`src/rtl/mem_arb_pkg.sv`:
```
// Shared definitions for the two-requester memory arbiter: FSM states,
// width defaults and the write-protected register addresses.
package mem_arb_pkg;

  localparam int ADDR_W_DEF = 16;
  localparam int DATA_W_DEF = 8;

  localparam logic [15:0] PSW_ADDR   = 16'hFFFB;
  localparam logic [15:0] PORTB_ADDR = 16'hFFFD;
  localparam logic [15:0] PORTD_ADDR = 16'hFFFF;

  typedef enum logic [1:0] {
    IDLE,
    ACCESS,
    RESP,
    DONE
  } arb_state_t;

endpackage

```
`src/rtl/mem_arb_rr.sv`:
```
// Round-robin grant between two requesters; the last winner loses a tie.
// grant is combinational; last_grant advances only when a grant is taken.
module mem_arb_rr (
  input  logic clk,
  input  logic reset,
  input  logic req0,
  input  logic req1,
  input  logic update,
  output logic grant
);

  logic last_grant;

  always_comb begin
    grant = 1'b0;
    if (req0 && req1) grant = ~last_grant;
    else if (req1)    grant = 1'b1;
  end

  // Reset to 1 so requester 0 wins the first contention
  always_ff @(posedge clk or negedge reset) begin
    if (!reset)      last_grant <= 1'b1;
    else if (update) last_grant <= grant;
  end

endmodule

```
`src/rtl/mem_arbiter.sv`:
```
// Two-requester memory arbiter: IDLE -> ACCESS -> RESP -> DONE per transaction.
// Optional macro MEM_ARB_WPROT_EN blocks writes to PSW/PORTB/PORTD and flags err.
module mem_arbiter
  import mem_arb_pkg::*;
#(
  parameter int ADDR_W = ADDR_W_DEF,
  parameter int DATA_W = DATA_W_DEF
) (
  input  logic              clk,
  input  logic              reset,
  input  logic              m0_req,
  input  logic              m0_we,
  input  logic [ADDR_W-1:0] m0_addr,
  input  logic [DATA_W-1:0] m0_wdata,
  output logic              m0_ack,
  output logic [DATA_W-1:0] m0_rdata,
  output logic              m0_err,
  input  logic              m1_req,
  input  logic              m1_we,
  input  logic [ADDR_W-1:0] m1_addr,
  input  logic [DATA_W-1:0] m1_wdata,
  output logic              m1_ack,
  output logic [DATA_W-1:0] m1_rdata,
  output logic              m1_err,
  output logic              mem_we,
  output logic [ADDR_W-1:0] mem_abus,
  output logic [DATA_W-1:0] mem_wbus,
  input  logic [DATA_W-1:0] mem_rbus,
  output logic              busy
);

  arb_state_t        state, state_nxt;
  logic              grant, start;
  logic              win_q, we_q;
  logic              sel_we, sel_prot;
  logic [ADDR_W-1:0] sel_addr;
  logic [DATA_W-1:0] sel_wdata;

  assign start     = (state == IDLE) && (m0_req || m1_req);
  assign sel_we    = grant ? m1_we    : m0_we;
  assign sel_addr  = grant ? m1_addr  : m0_addr;
  assign sel_wdata = grant ? m1_wdata : m0_wdata;

  mem_arb_rr u_rr (
    .clk   (clk),
    .reset (reset),
    .req0  (m0_req),
    .req1  (m1_req),
    .update(start),
    .grant (grant)
  );

  always_ff @(posedge clk or negedge reset) begin
    if (!reset) state <= IDLE;
    else        state <= state_nxt;
  end

  always_comb begin
    state_nxt = state;
    case (state)
      IDLE:    if (start) state_nxt = ACCESS;
      ACCESS:  state_nxt = RESP;
      RESP:    state_nxt = DONE;
      DONE:    state_nxt = IDLE;
      default: state_nxt = IDLE;
    endcase
  end

  // Request is latched at the IDLE exit edge; later req/addr changes are ignored
  always_ff @(posedge clk or negedge reset) begin
    if (!reset) begin
      busy     <= 1'b0;
      mem_we   <= 1'b0;
      mem_abus <= '0;
      mem_wbus <= '0;
      win_q    <= 1'b0;
      we_q     <= 1'b0;
      m0_ack   <= 1'b0;
      m1_ack   <= 1'b0;
      m0_rdata <= '0;
      m1_rdata <= '0;
    end else begin
      busy   <= (state_nxt != IDLE);
      mem_we <= start && sel_we && !sel_prot;
      m0_ack <= (state == RESP) && !win_q;
      m1_ack <= (state == RESP) && win_q;
      if (start) begin
        win_q    <= grant;
        we_q     <= sel_we;
        mem_abus <= sel_addr;
        mem_wbus <= sel_wdata;
      end
      // mem_rbus is valid in RESP, one cycle after the address was presented
      if ((state == RESP) && !we_q) begin
        if (win_q) m1_rdata <= mem_rbus;
        else       m0_rdata <= mem_rbus;
      end
    end
  end

`ifdef MEM_ARB_WPROT_EN
  logic prot_q;

  assign sel_prot = sel_we && ((sel_addr == ADDR_W'(PSW_ADDR))   ||
                               (sel_addr == ADDR_W'(PORTB_ADDR)) ||
                               (sel_addr == ADDR_W'(PORTD_ADDR)));

  always_ff @(posedge clk or negedge reset) begin
    if (!reset) begin
      prot_q <= 1'b0;
      m0_err <= 1'b0;
      m1_err <= 1'b0;
    end else begin
      if (start) prot_q <= sel_prot;
      m0_err <= (state == RESP) && prot_q && !win_q;
      m1_err <= (state == RESP) && prot_q && win_q;
    end
  end
`else
  assign sel_prot = 1'b0;
  assign m0_err   = 1'b0;
  assign m1_err   = 1'b0;
`endif

endmodule

```
`config.mk`:
```
export PLATFORM = sky130hd
export DESIGN_NAME = mem_arbiter
export DESIGN_NICKNAME = d
export VERILOG_FILES = /design/src/rtl/mem_arb_pkg.sv /design/src/rtl/mem_arb_rr.sv /design/src/rtl/mem_arbiter.sv
export SDC_FILE = /design/constraint.sdc
export NUM_CORES = 1
export LEC_CHECK = 0
export CORE_MARGIN = 3
export CORE_UTILIZATION = 37
export DETAILED_ROUTE_END_ITERATION = 12
export PLACE_DENSITY = 0.8
export SLEW_MARGIN = 30
export SYNTH_ARGS = -nofsm -noshare
export SYNTH_HDL_FRONTEND = slang
export SYNTH_HIERARCHICAL = 1
export SYNTH_SLANG_ARGS = --single-unit
```
`constraint.sdc`:
```
create_clock -name clk -period 1.4 [get_ports clk]
set_input_delay 0.35 -clock clk [delete_from_list [all_inputs] [get_ports clk]]
set_output_delay 0.35 -clock clk [all_outputs]
set_load 0.005 [all_outputs]
```
# Word-level counts from Yosys, hierarchy flattened
# Cells that the tools add are included.
op_classes:
  reduce_logical: 13
  n_eq_ne: 3
  n_lt_le_gt_ge: 0
  bitwise: 2
  n_mul: 0
  n_mux: 7
  n_addsub: 0
  div_mod_pow: 0
  shift: 0
op_table:
  columns: ["op", "count"]
  rows:
  - ["16-bit 2-to-1 mux", 1]
  - ["8-bit 2-to-1 mux", 1]
  - ["2-bit one-hot mux with 4 select lines", 1]
  - ["1-bit logical AND", 6]
  - ["2-bit equality test (second input constant)", 2]
  - ["2-bit AND reduction", 2]
  - ["1-bit 2-to-1 mux", 3]
  - ["2-bit by 1-bit equality test with 1-bit output (second input constant)", 1]
  - ["1-bit logical NOT", 2]
  - ["2-bit logical NOT", 1]
  - ["2-bit 2-to-1 mux", 1]
  - ["1-bit inverter", 2]
  - ["2-bit nonzero test", 1]
  - ["1-bit logical OR", 1]
word_totals:
  latch_bits: 0
  rom_bits: 0
  reg_bits: 49
  n_memories: 0
  elab_cells: 37
  mem_bits_rw: 0
  inputBits: 62
  out_inout_bits: 46

# Depth between registers and ports, before layout
logic_depth:
  depth_word: 5
  ltp_mapped: 6
  mapped_depth_nobuf: 5

# Cells and area by module
# The synthesis kept the hierarchy.
by_module_without_submodules:
  columns: ["module", "cells_per_inst", "area_each_um2", "instances"]
  rows:
  - ["mem_arbiter", 140, 2247.2, 1]
  - ["mem_arb_rr", 3, 52.6, 1]

# Worst setup path before layout
# Ideal clock, no wire load.
synth_timing:
  path_kind: "flip-flop to flip-flop"
  start: "register u_rr.last_grant"
  end: "register mem_wbus[7]"
  arrival_ps: 1378
  required_time_ps: 1275
  path_stages_with_launch: 6
  path_buffers: 2
  setup_slack_ps: -103
  synth_period_minus_slack_ps: 1503
  setup_time_ps: 125
  path_cell_list: "dfstp_2 a21boi_2 buf_6 buf_8 mux2_4 mux2_2"
synth_between:
  elab_chain_cells: 3
synth_lines:
  columns: ["item", "line", "source"]
  rows:
  - ["from (decl)", "mem_arb_rr.sv:12", "logic last_grant;"]
  - ["from (signal assigned)", "mem_arb_rr.sv:23", "else if (update) last_grant <= grant;"]
  - ["1-bit inverter", "mem_arb_rr.sv:16", "if (req0 && req1) grant = ~last_grant;"]
  - ["1-bit 2-to-1 mux", "mem_arb_rr.sv:16", null]
  - ["named net grant", "mem_arbiter.sv:33", "logic grant, start;"]
  - ["8-bit 2-to-1 mux", "mem_arbiter.sv:42", "assign sel_wdata = grant ? m1_wdata : m0_wdata;"]
  - ["to (signal assigned)", "mem_arbiter.sv:91", "mem_wbus <= sel_wdata;"]
  - ["to (decl)", "mem_arbiter.sv:27", "output logic [DATA_W-1:0] mem_wbus,"]
# The timed path passes the listed nets, and every way through them passes these cells.
# A chain may end at the register's enable or synchronous reset.

# Final worst setup path
layout_timing:
  start: "register u_rr.last_grant"
  end: "register mem_abus[4]"
layout_between:
  elab_chain_cells: 3
layout_lines:
  columns: ["item", "line", "source"]
  rows:
  - ["1-bit inverter", "mem_arb_rr.sv:16", null]
  - ["1-bit 2-to-1 mux", "mem_arb_rr.sv:16", null]
  - ["named net grant", "mem_arbiter.sv:33", null]
  - ["16-bit 2-to-1 mux", "mem_arbiter.sv:41", "assign sel_addr = grant ? m1_addr : m0_addr;"]
  - ["to (signal assigned)", "mem_arbiter.sv:90", "mem_abus <= sel_addr;"]
  - ["to (decl)", "mem_arbiter.sv:26", "output logic [ADDR_W-1:0] mem_abus,"]
# The timed path passes the listed nets, and every way through them passes these cells.

==> run_results.csv <==
group,metric,value,unit
run_status,status,"complete, but fails checks",
run_status,violations,"negative setup slack",
finish,drive_gt1_share,39.9,%
synthesis,synth_cell_types,21,
synthesis,yosys_register_bits,49,
floorplan,die_y,84.8,um
detailed_routing,routed_via_density,4.59,
placed_design,portBuffers,105,
floorplan,dieArea,0.00720,mm2
clock_tree,cts.sinks,49,
finish,utilization,63.0,%
sta,finalWorstSetupSlack,-99.6,ps
finish,nets,340,
clock_tree,numCtsBuffers,5,
flow_run,cap_violations,0,
sta,whs,36.0,ps
setup_path,crit_fanout,7,
sta,skew,5.12,ps
floorplan,rows,28,
detailed_routing,drt_iter0_drc,18,
setup_path,critPathCaptureType,"flop",
detailed_routing,via_count,1610,
setup_path,r2r_slack,-100,ps
placed_design,routabilityCongestion,0.682,
setup_path,cp_cell_sequence,"a21boi_4 > buf_6 > mux2_4 > mux2_2",
global_route,grt_usage,15.3,%
detailed_routing,final_antenna_net_count,0,
finish,final_cells,351,
clock_tree,cts_tree,"built",
global_route,grt_pass1_wl,8710,um
detailed_routing,wl_per_cell,14.9,um
setup_path,critPathSlowestCell,"dfstp_2",
synthesis,ys_seq_area_share,53.4,%
setup_path,crit_buf_inv,1,
floorplan,ios,108,
sta,fin_crit_sh,107,%
clock_tree,clockBufferDepth,2,
setup_path,critPathKind,"flop to flop",
sta,rsz0062_at_grt,"true",
floorplan,start_util,38.6,%
synthesis,synthCells,143,
floorplan,dieWidth,84.8,um
pwr,power.total,6.80,mW
clock_tree,htree_num_levels,2,
detailed_routing,wirelength,5230,um
synthesis,syn_avg_cell_area,16.1,um2
clock_tree,root_buffer,"clkbuf_8",
finish,antennaDiodeCount,0,
sta,finalHoldViolCount,0,
sta,min_period,1500,ps
placed_design,placedCellCount,330,
pwr,vdd_drop_max,846,uV
synthesis,syn_area,0.00230,mm2
pwr,leakagePower,1.77,nW
clock_tree,insertion_delay,290,ps
sta,finalSetupViolations,40,
global_route,grt_pass1_vias,1734,
sta,fmax,667,MHz
global_route,grt_max_degree,28,
clock_tree,cts.clk_slew.worst_paths,90,ps
detailed_routing,drtPass1Iterations,2,
synthesis,yosys_warnings,6,
setup_path,crit_required,1590,ps
worst_hold_path,hp-class,"primary input to async pin",
setup_path,worstPathArrival,1680,ps
setup_path,critPathLaunchType,"flop",
floorplan,core-area,0.00596,mm2
global_route,antenna_found_initial,0,
detailed_routing,drc,0,
setup_path,worst_path_largest_cell_delay,390,ps
setup_path,crit_family,"multiplexers",
finish,syn_to_final_growth,63.2,%
global_route,grt_overflow,0,
pwr,power.density,1810,mW/mm2
placed_design,place_hpwl,3850,um
sta,slew_violations,0,
[placed cells by master, fill, tap and decap left out, drive strengths merged]
cell type / instances
ha: 3
clkinv: 2
o21ai: 1
nor2: 1
dlygate4sd2: 45
clkbuf: 6
inv: 4
a21boi: 1
mux2: 66
clkdlybuf4s50: 58
nor2b: 1
mux2i: 3
nand3b: 2
dfrtp: 48
nand2: 1
conb: 2
dfstp: 1
o211ai: 1
nor3b: 1
dlymetal6s2s: 1
buf: 27
and2: 1
[cell type report]
cell class	instances	area (um2)
multi-input combinational	84	1070
clock inverter	2	10.0
sequential	49	1230
fill	503	2200
tap	75	93.8
timing repair buffer	131	1260
clock buffer	6	72.6
inverter	4	15.0
[layer usage]
metal | track usage, % | vias to the layer above | share of wire [%]
met4 | 4.32 | 0 | 1.2
met2 | 25.3 | 55 | 51
met3 | 3.79 | 8 | 5.9
li1 | - | 764 | -
met1 | 20.1 | 783 | 42
met5 | 0 | - | 0
[sequential cells by signal (all words and copies together), names as in the netlist]
name,flops
mem_abus,16
m0_rdata,8
m1_rdata,8
mem_wbus,8
state,2
busy,1
m0_ack,1
m1_ack,1
mem_we,1
u_rr/last_grant,1
we_q,1
win_q,1
[cells in the mapped netlist, drive strengths merged]
| master | instances | area [um2] |
|---|---|---|
| mux2 | 66 | 815 |
| dfrtp | 48 | 1200 |
| buf | 7 | 78.8 |
| inv | 4 | 15.0 |
| ha | 3 | 37.5 |
| mux2i | 3 | 30.0 |
| nand3b | 2 | 18.8 |
| a21boi | 1 | 11.3 |
| and2 | 1 | 6.26 |
| conb | 1 | 3.75 |
| dfstp | 1 | 26.3 |
| nand2 | 1 | 3.75 |
| nor2 | 1 | 3.75 |
| nor2b | 1 | 6.26 |
| nor3b | 1 | 18.8 |
| o211ai | 1 | 7.51 |
| o21ai | 1 | 16.3 |
[path summary, 6_finish.rpt]
check,start,end,cells after the start
worst max register to register,u_rr/last_grant,mem_abus[4],4
worst min register to register,mem_abus[13],mem_abus[13],1
min in group clk,mem_abus[13],mem_abus[13],1
max in group asynchronous,reset,u_rr/last_grant,2
worst max-delay path,u_rr/last_grant,mem_abus[4],4
worst min-delay path,reset,m0_rdata[7],2
[report_power, final]
group / switching (mW) / total (mW) / internal, mW
Sequential: 0.359 / 2.51 / 2.15
Combinational: 1.16 / 3.50 / 2.34
Clock: 0.442 / 0.789 / 0.347
[what timing repair did]
| item | CTS | global route |
|---|---|---|
| hold endpoints to repair | 0 | 0 |
| pin swaps | 2 | 1 |
| resized for setup | 62 | 4 |
| gates cloned | 2 | 0 |
| setup buffers | 11 | 1 |
| endpoints found under the setup margin | 79 | 41 |
| hold buffers | 0 | 0 |
[stage by stage]
step | TNS (ps) | setup WS (ps) | cell area [um2]
floorplan | -2290 | -103 | 2330
global placement | -14450 | -558 | 3530
detailed placement | -15530 | -610 | 3530
CTS | -4020 | -194 | 3760
global route | -4650 | -156 | 3750
finish | -2450 | -99.6 | 3750
[worst reg2reg max path: cells and delay by family (launching register included)]
kind	cells	cell delay [ps]
compound gates	1	240
buf+inv	1	190
flops	1	390
mux	2	560
[cell families after synthesis]
logic type	synth area share, %
AOI/OAI and AO/OA	1.52
adders and majority gates	1.63
buffers and inverters	4.08
DFF	53.4
other	0.163
and+or+nand+nor	2.50
muxes	36.7
No activity file was read; power rests on OpenSTA's default activity.
==> RTL change (config.mk and constraints unchanged) <==
The package constant `ADDR_W_DEF` goes from 16 to 17.
--- a/src/rtl/mem_arb_pkg.sv
+++ b/src/rtl/mem_arb_pkg.sv
@@ -2,7 +2,7 @@
 // width defaults and the write-protected register addresses.
 package mem_arb_pkg;
 
-  localparam int ADDR_W_DEF = 16;
+  localparam int ADDR_W_DEF = 17;
   localparam int DATA_W_DEF = 8;
 
   localparam logic [15:0] PSW_ADDR   = 16'hFFFB;
Interface: changed (resized m0_addr, m1_addr and mem_abus); port bits go from 108 to 111. The function was not compared with the original's and may differ.
==> RTL change against the unedited design <==
  * Global-route usage about the same
  * Via count up 2.0%
  * Routed wire length up 4.0%
  * Cell count up 0.57%
  * Largest cell class unchanged
  * The run still ends with negative setup slack left
  * Sequential power up 2%
  * Area after synthesis up 1.7%
  * Setup slack worse by 0.032 ns
  * Cell area up 3.1%
  * Sequential cell count up 1
  * Critical path type unchanged
  * Total power up 3.7%
  * Fmax down 2.1%
==> RTL change: results (changes against the unedited design) <==
| Metric | Value |
|---|---|
| Layout Skew | 0.00507 ns (-0.0000555 ns) |
| Vias in the first global route | 1834 (+5.8%) |
| Worst-path clk slew | 0.09 ns (about the same) |
| Worst hold path class | reg2reg |
| Crit path DAT | 1.72 ns (+0.04 ns) |
| First-pass GRT wire length | 8.85 mm (+1.6%) |
| Asr flop ratio synth | 1.00 (unchanged) |
| CTS max path bufs | 2 (unchanged) |
| Initial antenna violation count | 0 (unchanged) |
| First drt pass iteration count | 4 (+2) |
| Total CTS buffers | 5 (unchanged) |
| Largest net degree at the start of global routing | 25 (-11%) |
| Overall Global Routing Usage | 0.153 (about the same) |
| # placed instances | 335 (+1.5%) |
| HPWL after DPL | 3.93 mm (+2.0%) |
| Fill cells | 485 (-3.6%) |
| Outcome | finished with violations |
| Initial DRC count | 46 (+28) |
| Final RePlAce weighted congestion | 0.690 (+1.3%) |
| Synth top area cells | dfrtp_1, mux2_2, mux2_4 |
| Clk root buf | clkbuf_8 |
| Layout cells sized above 1 | 0.385 (-0.0137) |
| Vias per cell | 4.65 (+1.5%) |
| Sequential area share after synthesis | 0.536 (+0.00185) |
| Max reg flops | 17 (+1) |
| Place WS | -0.590 ns (+0.0204 ns) |
| Clk_lat worst skew | 0.30 ns |
| Final setup viols | 34 (-15%) |
| DRT Wirelength | 5.44 mm (+4.0%) |
| Most common flop cell mapped by yosys | dfrtp_1 |
| Port bufs | 108 (+2.9%) |
| Final net count | 344 (+1.2%) |
| Family with the most delay on the worst path | multiplexers |
| Max IR drop VDD | 0.906 mV (+7.0%) |
| Largest Register | mem_abus |
| Fin cells | 353 (+0.57%) |
| Max FO, Critical Path | 18 (+11) |
| Leak | 1.81 nW (+2.2%) |
| Hold depth | 1 |
| Commonest cells post-synth | dfrtp_1, mux2_2, mux2_4, buf_4, inv_1 |
| Fin worst setup slack | -0.132 ns (-0.0319 ns) |
| Critical path's slowest cell | dfstp_2 |
| Failing checks | negative setup slack |
| Distinct cells, synth | 23 (+9.5%) |
| Mapped Cells | 147 (+2.8%) |
## RTL change: repair_timing
item,CTS,global route
buffers inserted,4,2
endpoints found under the hold margin,10,0
setup endpoints to repair,90,37
gates cloned,1,2
resized for setup,66,7
hold buffers,1,0
pin swaps,1,1
## RTL change: where the power goes
| group | switching [mW] | internal (mW) | leakage (nW) |
|---|---|---|---|
| combinational | 1.17 | 2.31 | 1.17 |
| clock | 0.480 | 0.532 | 0.0504 |
| sequential | 0.367 | 2.19 | 0.591 |
| total | 2.02 | 5.03 | 1.81 |
## RTL change: layer usage
| layer | global-route usage | up-vias | routed length [um] |
|---|---|---|---|
| met4 | 0.0345 | 0 | 43 |
| met3 | 0.0451 | 5 | 377 |
| met5 | 0 | - | 0 |
| li1 | - | 772 | - |
| met2 | 0.267 | 66 | 2800 |
| met1 | 0.186 | 800 | 2230 |
## RTL change: layout make-up
type | count | area (um^2) | area share
well taps | 75 | 93.8 | 0.0243
flip-flops and latches | 50 | 1250 | 0.324
repair buffers | 130 | 1290 | 0.333
clock inverters | 3 | 45.0 | 0.0116
multi-input cells | 86 | 1110 | 0.286
clock buffers | 5 | 68.8 | 0.0178
inverters | 4 | 15.0 | 0.00388
## RTL change: final timing paths
path | from | to | slack [ns]
max | u_rr/last_grant | mem_abus[11] | -0.13
max reg2reg | u_rr/last_grant | mem_abus[11] | -0.13
min in group asynchronous | reset | state[1] | 0.52
max in group asynchronous | reset | mem_abus[14] | 0.44
min | mem_wbus[4] | mem_wbus[4] | 0.50
min reg2reg | mem_wbus[4] | mem_wbus[4] | 0.50
## RTL change: cell families (layout without fill, tap and decap cells)
| logic type | Yosys count | in the layout | share of synthesized area |
|---|---|---|---|
| DFF | 50 | 50 | 0.536 |
| and+or+nand+nor | 7 | 7 | 0.0246 |
| buffers and inverters | 12 | 142 | 0.0412 |
| AOI/OAI and AO/OA | 3 | 3 | 0.0102 |
| other | 1 | 2 | 0.00160 |
| adders and majority gates | 3 | 3 | 0.0161 |
| muxes | 71 | 71 | 0.371 |
## RTL change: worst register-to-register path: stages (launching register included)
cell	delay (ns)
dfstp_2	0.39
a21boi_4	0.21
buf_12	0.22
mux2_2	0.35
mux2_2	0.26
## RTL change: through the flow
stage	area, um^2	TNS (ns)
after global placement	3600	-15.96
final	3870	-2.37
after floorplan	2350	-2.35
after CTS	3780	-2.24
after global routing	3870	-4.08
after detailed placement	3600	-16.80
